## src/rtl/multi_port_fifo_lib.sv

```systemverilog
// Multi-port circular FIFO: up to IN_NUM writes and OUT_NUM reads per cycle,
// with either backpressure or overwrite-oldest behaviour when full.
module multi_port_fifo_lib #(
   parameter int ENT_NUM   = 8,
   parameter int DATA_SIZE = 32,
   parameter int IN_NUM    = 2,
   parameter int OUT_NUM   = 2,
   parameter int OVERWRITE = 0
) (
   input  logic                         clk,
   input  logic                         rst,
   input  logic [IN_NUM-1:0]            in_vld,
   input  logic [IN_NUM*DATA_SIZE-1:0]  in_data,
   output logic [IN_NUM-1:0]            in_rdy,
   output logic [OUT_NUM-1:0]           out_vld,
   output logic [OUT_NUM*DATA_SIZE-1:0] out_data,
   input  logic [OUT_NUM-1:0]           pick_rdy,
   output logic                         fifo_full,
   output logic                         fifo_empty,
   output logic [$clog2(ENT_NUM):0]     fifo_cnt,
   output logic                         ovf
);

   localparam int PW = $clog2(ENT_NUM);
   localparam int CW = PW + 1;
   localparam int SW = PW + 2;

   logic [DATA_SIZE-1:0] ent [ENT_NUM];
   logic [PW-1:0]        wr_ptr;
   logic [PW-1:0]        rd_ptr;
   logic [CW-1:0]        cnt;

   logic [CW-1:0]        free;
   logic [IN_NUM-1:0]    wr_en;
   logic [OUT_NUM-1:0]   rd_en;
   logic [SW-1:0]        push;
   logic [SW-1:0]        pop;
   logic [SW-1:0]        sum;
   logic [SW-1:0]        excess;
   logic [PW-1:0]        rd_adv;
   logic [CW-1:0]        cnt_nxt;

   // Clamp the raw next occupancy to the storage depth.
   function automatic logic [CW-1:0] sat_cnt(input logic [SW-1:0] raw);
      if (raw > SW'(ENT_NUM))
         return CW'(ENT_NUM);
      else
         return raw[CW-1:0];
   endfunction

   function automatic logic [SW-1:0] excess_of(input logic [SW-1:0] raw);
      if (raw > SW'(ENT_NUM))
         return raw - SW'(ENT_NUM);
      else
         return '0;
   endfunction

   always_comb begin
      free = CW'(ENT_NUM) - cnt;
      for (int i = 0; i < IN_NUM; i++)
         in_rdy[i] = (OVERWRITE != 0) ? 1'b1 : (free > CW'(i));
      // Writes are ignored for as long as reset is held.
      wr_en = in_vld & in_rdy & {IN_NUM{~rst}};
   end

   always_comb begin
      for (int j = 0; j < OUT_NUM; j++) begin
         out_vld[j] = (cnt > CW'(j));
         out_data[j*DATA_SIZE +: DATA_SIZE] = ent[rd_ptr + PW'(j)];
      end
      rd_en = out_vld & pick_rdy;
   end

   always_comb begin
      push = '0;
      for (int i = 0; i < IN_NUM; i++)
         if (wr_en[i]) push = push + SW'(1);
      pop = '0;
      for (int j = 0; j < OUT_NUM; j++)
         if (rd_en[j]) pop = pop + SW'(1);
      sum     = {1'b0, cnt} + push - pop;
      excess  = (OVERWRITE != 0) ? excess_of(sum) : '0;
      rd_adv  = pop[PW-1:0] + excess[PW-1:0];
      cnt_nxt = sat_cnt(sum);
   end

   // In overwrite mode the oldest entries are dropped by advancing rd_ptr past them.
   always_ff @(posedge clk or posedge rst) begin
      if (rst) begin
         wr_ptr <= '0;
         rd_ptr <= '0;
         cnt    <= '0;
         ovf    <= 1'b0;
      end else begin
         wr_ptr <= wr_ptr + push[PW-1:0];
         rd_ptr <= rd_ptr + rd_adv;
         cnt    <= cnt_nxt;
         ovf    <= (excess != '0);
      end
   end

   always_ff @(posedge clk) begin
      for (int i = 0; i < IN_NUM; i++)
         if (wr_en[i]) ent[wr_ptr + PW'(i)] <= in_data[i*DATA_SIZE +: DATA_SIZE];
   end

   assign fifo_cnt   = cnt;
   assign fifo_full  = (cnt == CW'(ENT_NUM));
   assign fifo_empty = (cnt == '0);

endmodule

```

## config.mk

```make
export PLATFORM = sky130hd
export DESIGN_NAME = multi_port_fifo_lib
export DESIGN_NICKNAME = d
export VERILOG_FILES = /design/src/rtl/multi_port_fifo_lib.sv
export SDC_FILE = /design/constraint.sdc
export NUM_CORES = 1
export LEC_CHECK = 0
export CORE_MARGIN = 2
export CORE_UTILIZATION = 35
export DETAILED_ROUTE_END_ITERATION = 6
export GPL_ROUTABILITY_DRIVEN = 0
export GPL_TIMING_DRIVEN = 1
export PLACE_DENSITY = 0.54
export SLEW_MARGIN = 10
export SYNTH_ARGS = -nofsm -noshare
export SYNTH_HDL_FRONTEND = slang
export SYNTH_SLANG_ARGS = --single-unit
```

## constraint.sdc

```tcl
create_clock -name clk -period 5.3 [get_ports clk]
set_input_delay 1.325 -clock clk [delete_from_list [all_inputs] [get_ports clk]]
set_output_delay 1.325 -clock clk [all_outputs]
set_load 0.01 [all_outputs]
```

After elaboration in Yosys (flattened, before gate mapping):

Memory sizes are Yosys's and may differ from the RTL's.
Index checks and enable logic that the tools add are counted.

* flip-flop bits (word level): 10
* latch bits: 0
* memory bits (writable): 256
* bits in read-only memories: 0
* input bits: 70
* output and inout port bits: 75
* word-level logic and storage cells: 33
* memories kept: 1

Memories
* ent: depth 8, width 32, rd ports 2, clocked after memory_dff 0, wr ports 2, line 28 `logic [DATA_SIZE-1:0] ent [ENT_NUM];`

* $add $sub $neg: 9
* $mul: 0
* divide/modulo/power cells: 0
* order comparisons: 5
* eq/ne operators: 1
* shift-type cells: 0
* mux-type cells: 9
* bitwise operators: 4
* reduce and logical (&&, ||, !) cells: 1

Operator list (number)
* $gt 4x1->1 const B: 4
* $add 5x1->5 const B: 2
* $mux 5: 2
* $add 3x1->3 const B: 2
* $add 3x3->3: 2
* $and 2x2->2: 3
* $mux 1: 6
* $add 4x5->5: 1
* $gt 5x4->1 const B: 1
* $sub 5x5->5: 1
* $eq 4x4->1 const B: 1
* $logic_not 4->1: 1
* $mux 4: 1
* $sub 4x4->4 const A: 1
* $not 1->1: 1

Logic depth before layout (Yosys ltp):

* depth in word-level cells: 11
* depth in mapped cells: 15
* depth with buffers taken out: 15

Worst setup path after synthesis:

Ideal clock, no wire load.

* kind: input to register
* start point: input rst
* end point: memory ent[3][0], enable pin
* arrival time: 4.086 ns
* required time: 4.834 ns
* path slack: 0.749 ns
* stages: 4
* buffers on the path: 0
* cell sequence: nand2b_1 nor3_1 nand2_1 o21ai_0

RTL lines
* start: declaration: line 11 `input logic rst,`
* end: declaration: line 28

Worst setup path after layout:

* start point: register rd_ptr[0]
* end point: output out_data[60]

* word-level cells in the longest chain between the ends: 2

Ends and longest elaborated chain
* start: declaration: line 30 `logic [PW-1:0] rd_ptr;`
* start signal: assignment: line 96 `rd_ptr <= rd_ptr + rd_adv;`
* $add 3x1->3: line 69 `out_data[j*DATA_SIZE +: DATA_SIZE] = ent[rd_ptr + PW'(j)];`
* $mem_v2 8x32
* end: declaration: line 16 `output logic [OUT_NUM*DATA_SIZE-1:0] out_data,`

No other way between the ends.

==> results.md <==
* Post-DP HPWL at 24,900 µm
* Outcome: complete, no violations
* Sequential element share of the synthesized area at 50.4%
* CP cell instances: ha_4 > buf_12 > mux4_2 > mux2_2 > clkdlybuf4s50_1
* Post-CTS Hold Fix Bufs at 0
* Worst VDD drop at 0.394 mV
* Skew-Pair Late Insertion Delay at 550 ps
* Largest net degree at the start of global routing at 130
* Worst R2R Start: fifo_cnt[3]
* CTS tree: yes
* First drt pass iteration count at 5
* Vias at 9,295
* Actual slew at the worst max-slew pin at 1090 ps
* Routed Wire Length at 44,500 µm
* Area after DPL at 0.0179 mm²
* Asr flop ratio synth at 3.76%
* CTS H-tree depth at 2
* Primary FF master, synth: edfxtp_1
* Reg power frac at 25.8%
* Worst stage delay on the critical path at 670 ps
* Wire length per cell at 26.8 µm
* Post-CTS setup repair buffer count at 0
* Reg-to-reg critical path endpoint: fifo_cnt[0]
* Final setup viols at 0
* Net Switching at 3.92 mW
* Unrepaired setup endpoints after global routing: false
* Antenna-violating nets left at 0
* Vias in the first global route at 9,800
* Area Growth Syn to Fin at 20.3%
* Clk network pwr share at 19.5%
* Combinational share of power at 54.8%
* Setup CP Type: flop to output port
* Clock Skews at 16.7 ps
* Layout cell share with drive strength beyond 1 at 50.7%
* P per Cell Area at 587 mW/mm²
* Clk buf depth at 3
* Final Instance Area at 0.0190 mm²
* Sum Neg Setup Slack at 0 ps
* I/O pin total at 145
* Worst setup path end: out_data[60]
* Input/output buffers at 143
* Static Leak at 6.20 nW
* Internal at 7.21 mW
* Worst setup SP type: flop
* FF-to-FF path depth at 14
* Layout Utilization at 42.8%
* Clk sinks at 266
* Initial core utilization at 35.6%
* Fin. Hold Viols at 0
* Worst hold path type: flop to flop
* Fin crit share at 85.8%
* Antenna violations before repair at 3
* Fillers at 4,002
* Fmax at 0.220 GHz
* Worst Path Max Fanout at 33
* Cell variety after synth at 47
* Gr usage total at 19.3%
* Die ar. at 0.0467 mm²
* Post-synth EDFFs at 256
* CP arrival at 3220 ps
* Final nets at 1,133
* Synthesized area per cell at 17.4 µm²
* Critical Path End Type: output port
* Total core area at 0.0443 mm²
* Maxcap violations at 0
* Die Y at 216 µm
* Flops & latches, synth at 266
* CTS Root Cell: clkbuf_16
* Grt ovf at 0
* Via density at 5.59
* Mapped Cells at 907
* CTS Buf Count at 34
* Mapped Nets at 995
* Site Rows at 77
* Drc violations at 0
* R2R setup slack at 1320 ps
* Critical path launch point: rd_ptr[0]
* First-pass GRT wire length at 65,900 µm
* Max_slew headroom at 26.8%
* Switching part of the total at 35.3%
* Post-CTS resize count at 0
* Worst EP required at 3970 ps
* Slowest-stage cell, CP: ha_4
* Syn. warnings at 0
* Slew Limit Fails at 0
* Width of the chip at 216 µm
* Mapped cell area at 0.0158 mm²
* Reg clk slew, reported paths at 50 ps
* Fin Hold WS at 633 ps
* Initial drt markers at 646
* Min Tclk post-route at 4550 ps
==> critical path, delay by kind of cell, from the launching register on <==
| kind | cells | cell delay, ps |
|---|---|---|
| fa+ha+maj | 1 | 670 |
| buf+inv | 2 | 840 |
| flops | 1 | 510 |
| mux | 2 | 660 |
==> synthesized netlist by cell type, drive strengths merged (3+ instances only) <==
master	n	share of area, %
nand3	5	0.22
nor3	7	0.22
edfxtp	256	49
mux2	320	23
buf	47	2.0
xnor2	4	0.22
nand4	5	0.28
mux4	128	18
nor2	7	0.17
o21bai	4	0.19
xor2	3	0.17
a21oi	3	0.095
nor4b	3	0.36
and2	3	0.12
inv	21	0.50
nand2b	5	0.20
fa	4	0.51
clkbuf	22	0.52
ha	14	1.1
dfrtp	10	1.6
o21ai	4	0.13
nand2	4	0.095
==> state kept, by name (all words and copies together), names as in the netlist <==
signal / flops
ent: 256
fifo_cnt: 4
rd_ptr: 3
wr_ptr: 3
==> placed cells by master (no fill, tap or decap), drive strengths merged, types with 5 or more instances in the layout <==
cell / count
nand4: 5
nand2b: 5
mux4: 128
ha: 14
nor3: 7
buf: 28
nor2: 7
clkinv: 15
nand3: 5
clkbuf: 46
dfrtp: 10
clkdlybuf4s50: 143
edfxtp: 256
mux2: 320
inv: 21
==> cell type report <==
class                           instances  area [µm²]  area share, %
Clock buffer                           46         917           4.83
Clock inverter                         15         111          0.587
Tap cell                              592         741           3.90
Timing Repair Buffer                  171        1720           9.05
Multi-Input combinational cell        550        7450           39.3
Sequential cell                       266        7950           41.9
Inverter                               22        82.6          0.435
Antenna cell                            1        2.50         0.0132
==> power by group through the flow <==
| stage | Clock (mW) | Combinational, mW | Sequential, mW |
|---|---|---|---|
| CTS | 2.23 | 6.22 | 2.87 |
| global route | 2.30 | 6.51 | 2.90 |
| global placement | 0 | 6.18 | 2.90 |
| detailed placement | 0 | 6.18 | 2.91 |
| finish | 2.17 | 6.09 | 2.87 |
| floorplan | 0 | 3.70 | 2.83 |
==> per-stage QoR <==
stage          total power [mW]  setup WS (ps)  cells
2_1_floorplan              6.53            749    907
3_3_place_gp               9.08            515   1601
4_1_cts                    11.3            701   1662
6_report                   11.1            753   1663
5_1_grt                    11.7            641   1663
3_5_place_dp               9.09            444   1601
==> per-layer routing <==
metal / vias to the layer above / track usage [%] / wire [µm]
li1: 4051 / - / -
met4: 4 / 4.22 / 787
met1: 4945 / 26.5 / 19900
met3: 62 / 3.20 / 2030
met5: - / 0 / 23
met2: 233 / 32.2 / 21800
==> how the worst min path moves through the flow <==
stage,endpoint,startpoint,cells past startpoint,slack (ps)
floorplan,wr_ptr[0],wr_ptr[0],1,510
global placement,wr_ptr[2],wr_ptr[2],1,600
detailed placement,wr_ptr[2],wr_ptr[2],1,620
CTS,wr_ptr[2],wr_ptr[2],1,630
global route,wr_ptr[2],wr_ptr[2],1,670
finish,wr_ptr[2],wr_ptr[2],1,630
==> logic make-up after synthesis <==
kind of cell / synth area share (%)
multiplexers: 41.3
adder cells (fa/ha/maj): 1.62
buffers and inverters: 3.04
flip-flops: 50.4
AND/OR/NAND/NOR: 2.40
AO/OA/AOI/OAI: 0.897
XOR/XNOR: 0.389
other: 0.0238
Power figures use the tool's default switching activity.
